[config.mk]
export PLATFORM = sky130hd
export DESIGN_NAME = iic_bus_sync
export DESIGN_NICKNAME = d
export VERILOG_FILES = /design/src/rtl/iic_bus_sync.sv
export SDC_FILE = /design/constraint.sdc
export NUM_CORES = 1
export LEC_CHECK = 0
export ABC_AREA = 1
export CAP_MARGIN = 25
export CORE_AREA = 4 4 41 43
export CTS_BUF_LIST = sky130_fd_sc_hd__clkbuf_8
export CTS_CLUSTER_SIZE = 30
export DETAILED_ROUTE_END_ITERATION = 6
export DIE_AREA = 0 0 45 47
export PLACE_DENSITY_LB_ADDON = 0.2
export SLEW_MARGIN = 20
export SYNTH_ARGS = -nofsm -noshare
export SYNTH_HDL_FRONTEND = slang
export SYNTH_SLANG_ARGS = --single-unit
[constraint.sdc]
create_clock -name clk -period 1.1 [get_ports clk]
set_clock_uncertainty 0.2 [all_clocks]
set_input_delay 0.22 -clock clk [delete_from_list [all_inputs] [get_ports clk]]
set_output_delay 0.22 -clock clk [all_outputs]
set_load 0.02 [all_outputs]
[src/rtl/iic_bus_sync.sv]
// iic_bus_sync: SCL/SDA synchroniser producing SCL edge and START/STOP pulses
module iic_bus_sync #(
  parameter int SYNC_STAGES = 2
) (
  input  logic clk,
  input  logic rst,
  input  logic scl_i,
  input  logic sda_i,
  output logic sda_s,
  output logic scl_rise,
  output logic scl_fall,
  output logic start_det,
  output logic stop_det
);
  logic [SYNC_STAGES:0] scl_q, scl_d, sda_q, sda_d;
  logic scl_s, scl_p, sda_p;
  always_comb begin
    scl_d = {scl_q[SYNC_STAGES-1:0], scl_i};
    sda_d = {sda_q[SYNC_STAGES-1:0], sda_i};
  end
  always_ff @(posedge clk or posedge rst) begin
    if (rst) begin
      scl_q <= '1;
      sda_q <= '1;
    end else begin
      scl_q <= scl_d;
      sda_q <= sda_d;
    end
  end
  assign scl_s     = scl_q[SYNC_STAGES-1];
  assign sda_s     = sda_q[SYNC_STAGES-1];
  assign scl_p     = scl_q[SYNC_STAGES];
  assign sda_p     = sda_q[SYNC_STAGES];
  assign scl_rise  = scl_s & ~scl_p;
  assign scl_fall  = ~scl_s & scl_p;
  assign start_det = scl_s & scl_p & sda_p & ~sda_s;
  assign stop_det  = scl_s & scl_p & ~sda_p & sda_s;
endmodule

=== After elaboration in Yosys (flattened, before gate mapping) ===
Cells that the tools add are included.

* Bits in registers: 6
* Input port bits: 4
* Output and inout port bits: 5
* Word-level logic and storage cells: 13

* Bitwise logic cells: 11

{| class="wikitable"
|+ Operators by type and width
! kind !! number
|-
| $and 1x1->1 || 7
|-
| $not 1->1 || 4
|}

=== Longest topological paths before layout ===
Gate-level depths: netlist (run 1).

* Depth after elaboration: 3
* Mapped depth: 3
* Depth with buffers taken out: 3

=== Worst setup path after synthesis (run 1) ===
Ideal clock, no wire load.

* Kind: register to output
* Start: register sda_q[1]
* End: output port stop_det
* Cell stages (with the launch flop): 3
* Arrival: 0.936 ns
* Required time: 0.680 ns
* Buffers on the path: 0
* Slack: -0.256 ns
* Cell sequence: dfstp_2 > nand2_1 > nor2_1

* Word-level cells in the longest chain between the ends: 1

{| class="wikitable"
|+ Ends and longest elaborated chain
! item !! RTL line !! RTL
|-
| from (decl) || 15 || <nowiki>logic [SYNC_STAGES:0] scl_q, scl_d, sda_q, sda_d;</nowiki>
|-
| from (signal assigned) || 24 || <nowiki>sda_q <= '1;</nowiki>
|-
| from (signal assigned) || 27 || <nowiki>sda_q <= sda_d;</nowiki>
|-
| $and 1x1->1 || 37 || <nowiki>assign stop_det = scl_s & scl_p & ~sda_p & sda_s;</nowiki>
|-
| to (decl) || 13 || <nowiki>output logic stop_det</nowiki>
|}

No other way between the ends.

=== Worst setup path in the final report (run 1) ===
* Start: register scl_q[2]
* End: output port start_det

* Word-level cells in the longest chain between the ends: 3

{| class="wikitable"
|+ Ends and longest elaborated chain
! item !! RTL line !! RTL
|-
| from (decl) || 15 ||
|-
| from (signal assigned) || 26 || <nowiki>scl_q <= scl_d;</nowiki>
|-
| $and 1x1->1 (3 in a row) || 36 || <nowiki>assign start_det = scl_s & scl_p & sda_p & ~sda_s;</nowiki>
|-
| to (decl) || 12 || <nowiki>output logic start_det,</nowiki>
|}

No other way between the ends.

==> key figures, run 1 <==
Hold path
  • Worst hold path class: reg2reg

Floorplan
  • Die H: 47 microns
  • Placeable Area: 1300 sq um
  • Total Die Area: 2120 sq um
  • Chip width: 45 microns
  • Initial core utilization: 0.156
  • I/O pins: 9
  • # rows: 13

Worst setup path
  • Critical path data arrival time: 1.06 ns
  • Crit-path max cell delay: 0.57 ns
  • Delay-heaviest family, CP: flip-flops
  • Crit path cell chain: nand2_4 > nor2_4 > buf_6
  • Crit-path slowest cell: dfstp_2
  • Critical path capture point type: output pin
  • CP Buf/Inv Count: 1
  • CP Launch Type: register
  • Worst path required time: 0.68 ns
  • Critical path class: reg2out
  • Worst-path fanout max: 3

Run
  • Max Cap Viol: 0

Timing
  • Slew Viols, Final: 0
  • Min Tclk post-route: 1.48 ns
  • Final hold violations: 0
  • Setup TNS: -1.76 ns
  • RSZ-0062 raised after global routing: yes
  • Slew @ Worst Pin: 0.209 ns
  • Period utilization: 1.34
  • Setup violations, final: 5
  • Hold slack: 0.151 ns
  • Max Clock Freq: 678 MHz
  • Smallest setup slack after layout: -0.375 ns
  • Slew HR: 0.860

Route
  • Wirelength per Cell: 7.28 microns
  • DR pass1 iterations: 1
  • Vias per cell: 3.28
  • Total wire length: 364 microns
  • # DRC: 0
  • Iteration-0 DRC Markers: 0
  • Remaining antenna violation count: 0
  • Total number of vias: 164

Synthesis
  • Top cells by area, synth: dfstp_2, inv_1, nor2_1, nand2_1
  • Top cells by count, synth: dfstp_2, inv_1, nor2_1
  • Distinct cell type count after synthesis: 4
  • Top cell type by total area after synthesis: dfstp_2
  • Asr flop ratio synth: 1.00
  • Number of synthesized flops with an enable pin: 0
  • Synth Cell Area: 203 sq um
  • Main flop type after synthesis: dfstp_2
  • Synth Area per Inst: 11.3 sq um
  • Synth Register Bits: 6
  • Top cell type's share of synthesized area: 0.778
  • Warnings, synthesis: 0
  • Synthesized Nets: 22
  • Synth Instances: 18
  • Cell with the most instances after synthesis: dfstp_2
  • Seq/Total Area, Yosys: 0.778

Finish
  • P&R area growth vs syn: 123%
  • Fin area: 452 sq um
  • Final antenna diode count: 0
  • Final Non-Filler Cells: 50
  • Nets@finish: 41
  • Final Core Density: 0.347
  • Share of layout cells above drive strength 1: 0.800
  • Fill cells: 143

Run status
  • Status: complete, but fails checks
  • Failing checks: setup timing

Global routing
  • Total track usage: 0.0438
  • Vias in the first global route: 173
  • First-pass GRT wire length: 607 microns
  • Largest net degree at the start of global routing: 7
  • Number of antenna violations at the first check in global routing: 0
  • Global route overflow: 0

Place
  • Hpwl dp: 253 microns
  • Dpl cell area: 362 sq um
  • RePlAce Congestion: 0.586
  • Placed insts: 44
  • Port bufs: 8

Clock network
  • Clock Tree Buf Depth: 2
  • Clock-pin slew on the worst setup and hold paths: 0.03 ns
  • TritonCTS Buffers: 3
  • TritonCTS clock tree: yes
  • Hold_buf cts: 0
  • Clock root buffer: clkbuf_8
  • Worst-Skew Late Latency: 0.22 ns
  • Num Clock Sinks: 6
  • Htree depth: 1

Pwr
  • Pwr dens: 1450 nW/um^2
  • Maximum vdd drop: 0.642 mV
  • P_leak: 0.207 nW
==> logic make-up (layout without fill, tap and decap cells) <==
logic type | Yosys count | in the layout | share of synthesized area
flops | 6 | 6 | 0.778
simple gates | 7 | 7 | 0.130
buf+inv | 5 | 22 | 0.0926
==> state kept, by name, summed over array words and instances, names as in the netlist <==
name,flops
scl_q,3
sda_q,3
==> final timing paths <==
kind | from | endpoint | slack (ns) | depth (start not counted)
setup reg to reg | sda_q[1] | sda_q[2] | 0.03 | 3
setup / recovery | scl_q[2] | start_det | -0.38 | 3
hold / removal | scl_q[0] | scl_q[1] | 0.15 | 0
max in group asynchronous | rst | sda_q[2] | 0.45 | 2
min in group asynchronous | rst | scl_q[0] | 0.23 | 2
hold reg to reg | scl_q[0] | scl_q[1] | 0.15 | 0
==> placed cells by master, fill, tap and decap left out <==
| cell type | netlist | final |
|---|---|---|
| clkbuf_8 | 0 | 3 |
| clkdlybuf4s50_1 | 0 | 3 |
| inv_1 | 5 | 4 |
| buf_4 | 0 | 2 |
| nor2_4 | 0 | 4 |
| inv_2 | 0 | 1 |
| nand2_2 | 0 | 2 |
| nand2_4 | 0 | 1 |
| dfstp_2 | 6 | 6 |
| buf_6 | 0 | 9 |
==> per-layer routing <==
metal,share of wire,track usage,vias to the layer above
met3,0.12,0.0230,0
met2,0.54,0.0706,7
met4,0,0.0526,0
met5,0,0,-
met1,0.34,0.0350,74
li1,-,-,83
==> final cells by class <==
class | instances | area (sq um) | area share
Timing Repair Buffer | 14 | 146 | 0.324
Inverter | 5 | 18.8 | 0.0416
Clock buffer | 3 | 41.3 | 0.0914
Sequential cell | 6 | 158 | 0.349
Tap cell | 15 | 18.8 | 0.0416
Multi-Input combinational cell | 7 | 68.8 | 0.152
==> metrics by stage <==
stage | setup WS [ns] | total power, W
global placement | -0.609 | 0.000321
global route | -0.415 | 0.000687
CTS | -0.382 | 0.000667
floorplan | -0.153 | 0.000286
finish | -0.375 | 0.000655
detailed placement | -0.616 | 0.000322
==> report_power, final <==
| part | internal [W] | switching [W] |
|---|---|---|
| registers | 0.000243 | 0.00000977 |
| logic | 0.0000499 | 0.0000365 |
| clock network | 0.000234 | 0.0000825 |
| total | 0.000526 | 0.000129 |
==> what timing repair did <==
action | in CTS | in global routing
setup buffers | 2 | 1
endpoints found under the setup margin | 5 | 5
pin swaps | 0 | 0
resized for setup | 34 | 2
No activity file was read; power rests on OpenSTA's default activity.
==> inputs of run 2 (changes only) <==
Settings changed: CORE_AREA 4 4 41 43 to 2 2 39 41, DIE_AREA 0 0 45 47 to 0 0 41 43, REMOVE_ABC_BUFFERS set to 1.
==> key figures, run 2 (synthesis results as in run 1) <==
Run status
  • Status: complete, but fails checks
  • Failing checks: setup timing

Clock network
  • TritonCTS clock tree: yes
  • Num Clock Sinks: 6
  • TritonCTS Buffers: 3
  • Htree depth: 1
  • Clock root buffer: clkbuf_8
  • Hold_buf cts: 0
  • Worst-Skew Late Latency: 0.22 ns
  • Clock Tree Buf Depth: 2
  • Clock-pin slew on the worst setup and hold paths: 0.04 ns

Finish
  • Share of layout cells above drive strength 1: 0.613
  • P&R area growth vs syn: 75.3%
  • Fill cells: 150
  • Nets@finish: 37
  • Final antenna diode count: 0
  • Final Non-Filler Cells: 47
  • Most frequent cells in the layout: buf_4, dfstp_2, inv_1
  • Biggest registers after layout: scl_q x3, sda_q x3

Pwr
  • Int Pwr: 0.000505 W
  • Maximum vdd drop: 0.857 mV
  • Comb pwr share: 0.085
  • Clk pwr share: 0.512
  • Seq pwr share: 0.403
  • P_leak: 0.172 nW
  • Net Sw Power: 0.000115 W
  • Sw frac: 0.186
  • Final Power: 0.000620 W
  • Pwr dens: 1750 nW/um^2

Route
  • DR pass1 iterations: 2
  • Total wire length: 320 microns
  • # DRC: 0
  • Max Used Layer: met3
  • M1 WL: 140 microns
  • Metal2 WL: 126 microns
  • DR WL met3: 53 microns
  • Vias per cell: 3.21
  • Wirelength per Cell: 6.81 microns
  • Iteration-0 DRC Markers: 2
  • Total number of vias: 151
  • Remaining antenna violation count: 0

Worst setup path
  • Worst-path fanout max: 4
  • Reg2reg path depth: 1
  • Critical path capture point type: output pin
  • Critical path class: reg2out
  • Critical path data arrival time: 1.06 ns
  • Worst path required time: 0.68 ns
  • Worst r2r dst: sda_q[2]
  • Critical R2R Launch: sda_q[1]
  • R2r setup slk: 0.20 ns
  • CP Launch Type: register

Run
  • Max Cap Viol: 0

Floorplan
  • Initial core utilization: 0.146
  • Total Die Area: 1760 sq um
  • # rows: 14
  • Chip width: 41 microns
  • I/O pins: 9
  • Die H: 43 microns
  • Placeable Area: 1380 sq um

Global routing
  • Vias in the first global route: 150
  • Total track usage: 0.0547
  • First-pass GRT wire length: 558 microns
  • Number of antenna violations at the first check in global routing: 0
  • Largest net degree at the start of global routing: 7
  • Global route overflow: 0

Hold path
  • Worst hold path class: reg2reg
  • Endpoint, Worst Hold: sda_q[1]
  • Hold Path Cell Cnt: 0
  • Worst Hold Launch: sda_q[0]

Timing
  • RSZ-0062 raised after global routing: yes
  • Slew @ Worst Pin: 0.201 ns
  • Max Clock Freq: 676 MHz
  • Hold slack: 0.147 ns
  • Slew HR: 0.866
  • Period utilization: 1.34
  • Final hold violations: 0
  • Setup violations, final: 5
  • Smallest setup slack after layout: -0.379 ns
  • Slew Viols, Final: 0
  • Min Tclk post-route: 1.48 ns

Place
  • Placed insts: 42
  • RePlAce Congestion: 0.516
  • Port bufs: 8
run 2: changes by cell type in the layout (fill, tap and decap cells not counted), sizes merged:
| cell | change |
|---|---|
| buf | -4 |
run 2: timing repair:
item                       in CTS  in global routing
cloned                          0                  0
setup buffers                   1                  1
pin swaps                       4                  0
setup endpoints to repair       5                  5
gates resized for setup        27                  2
run 2: metrics by stage:
step	TNS, ns	utilization	instance area (sq um)	setup slack [ns]
finish	-1.72	0.257	355	-0.379
global route	-1.93	0.257	355	-0.420
global placement	-2.80	0.219	303	-0.617
floorplan	-0.774	-	203	-0.256
detailed placement	-2.86	0.219	303	-0.653
CTS	-1.79	0.250	345	-0.405
run 2: worst max-delay path by stage:
| stage | startpoint | to |
|---|---|---|
| 2_1_floorplan | sda_q[1] | stop_det |
| 3_3_place_gp | scl_q[1] | stop_det |
| 3_5_place_dp | scl_q[1] | stop_det |
| 4_1_cts | sda_q[1] | stop_det |
| 5_1_grt | scl_q[1] | start_det |
| 6_report | sda_q[1] | stop_det |
run 2: critical path, stage by stage, from the launching register on:
cell and delay [ns]:
dfstp_2 0.54, nand2_1 0.07, nor2_2 0.10, buf_4 0.14
run 2: area by class of cell:
class	count	area [sq um]	area share
flip-flops and latches	6	158	0.444
clock buffers	3	41.3	0.116
well taps	16	20.0	0.0563
inverters	5	18.8	0.0528
multi-input cells	7	31.3	0.0880
repair buffers	10	86.3	0.243
run 2: per-layer routing:
metal,vias to the layer above,track usage
met5,-,0
met3,0,0.0628
met2,11,0.0594
met1,64,0.0563
li1,76,-
met4,0,0.0400
run 2: power by group through the flow:
stage          Clock (W)  Combinational (W)  Sequential, W
2_1_floorplan          0          0.0000185       0.000252
3_3_place_gp           0          0.0000475       0.000251
3_5_place_dp           0          0.0000479       0.000251
4_1_cts         0.000333          0.0000497       0.000250
5_1_grt         0.000353          0.0000578       0.000252
6_report        0.000318          0.0000527       0.000250
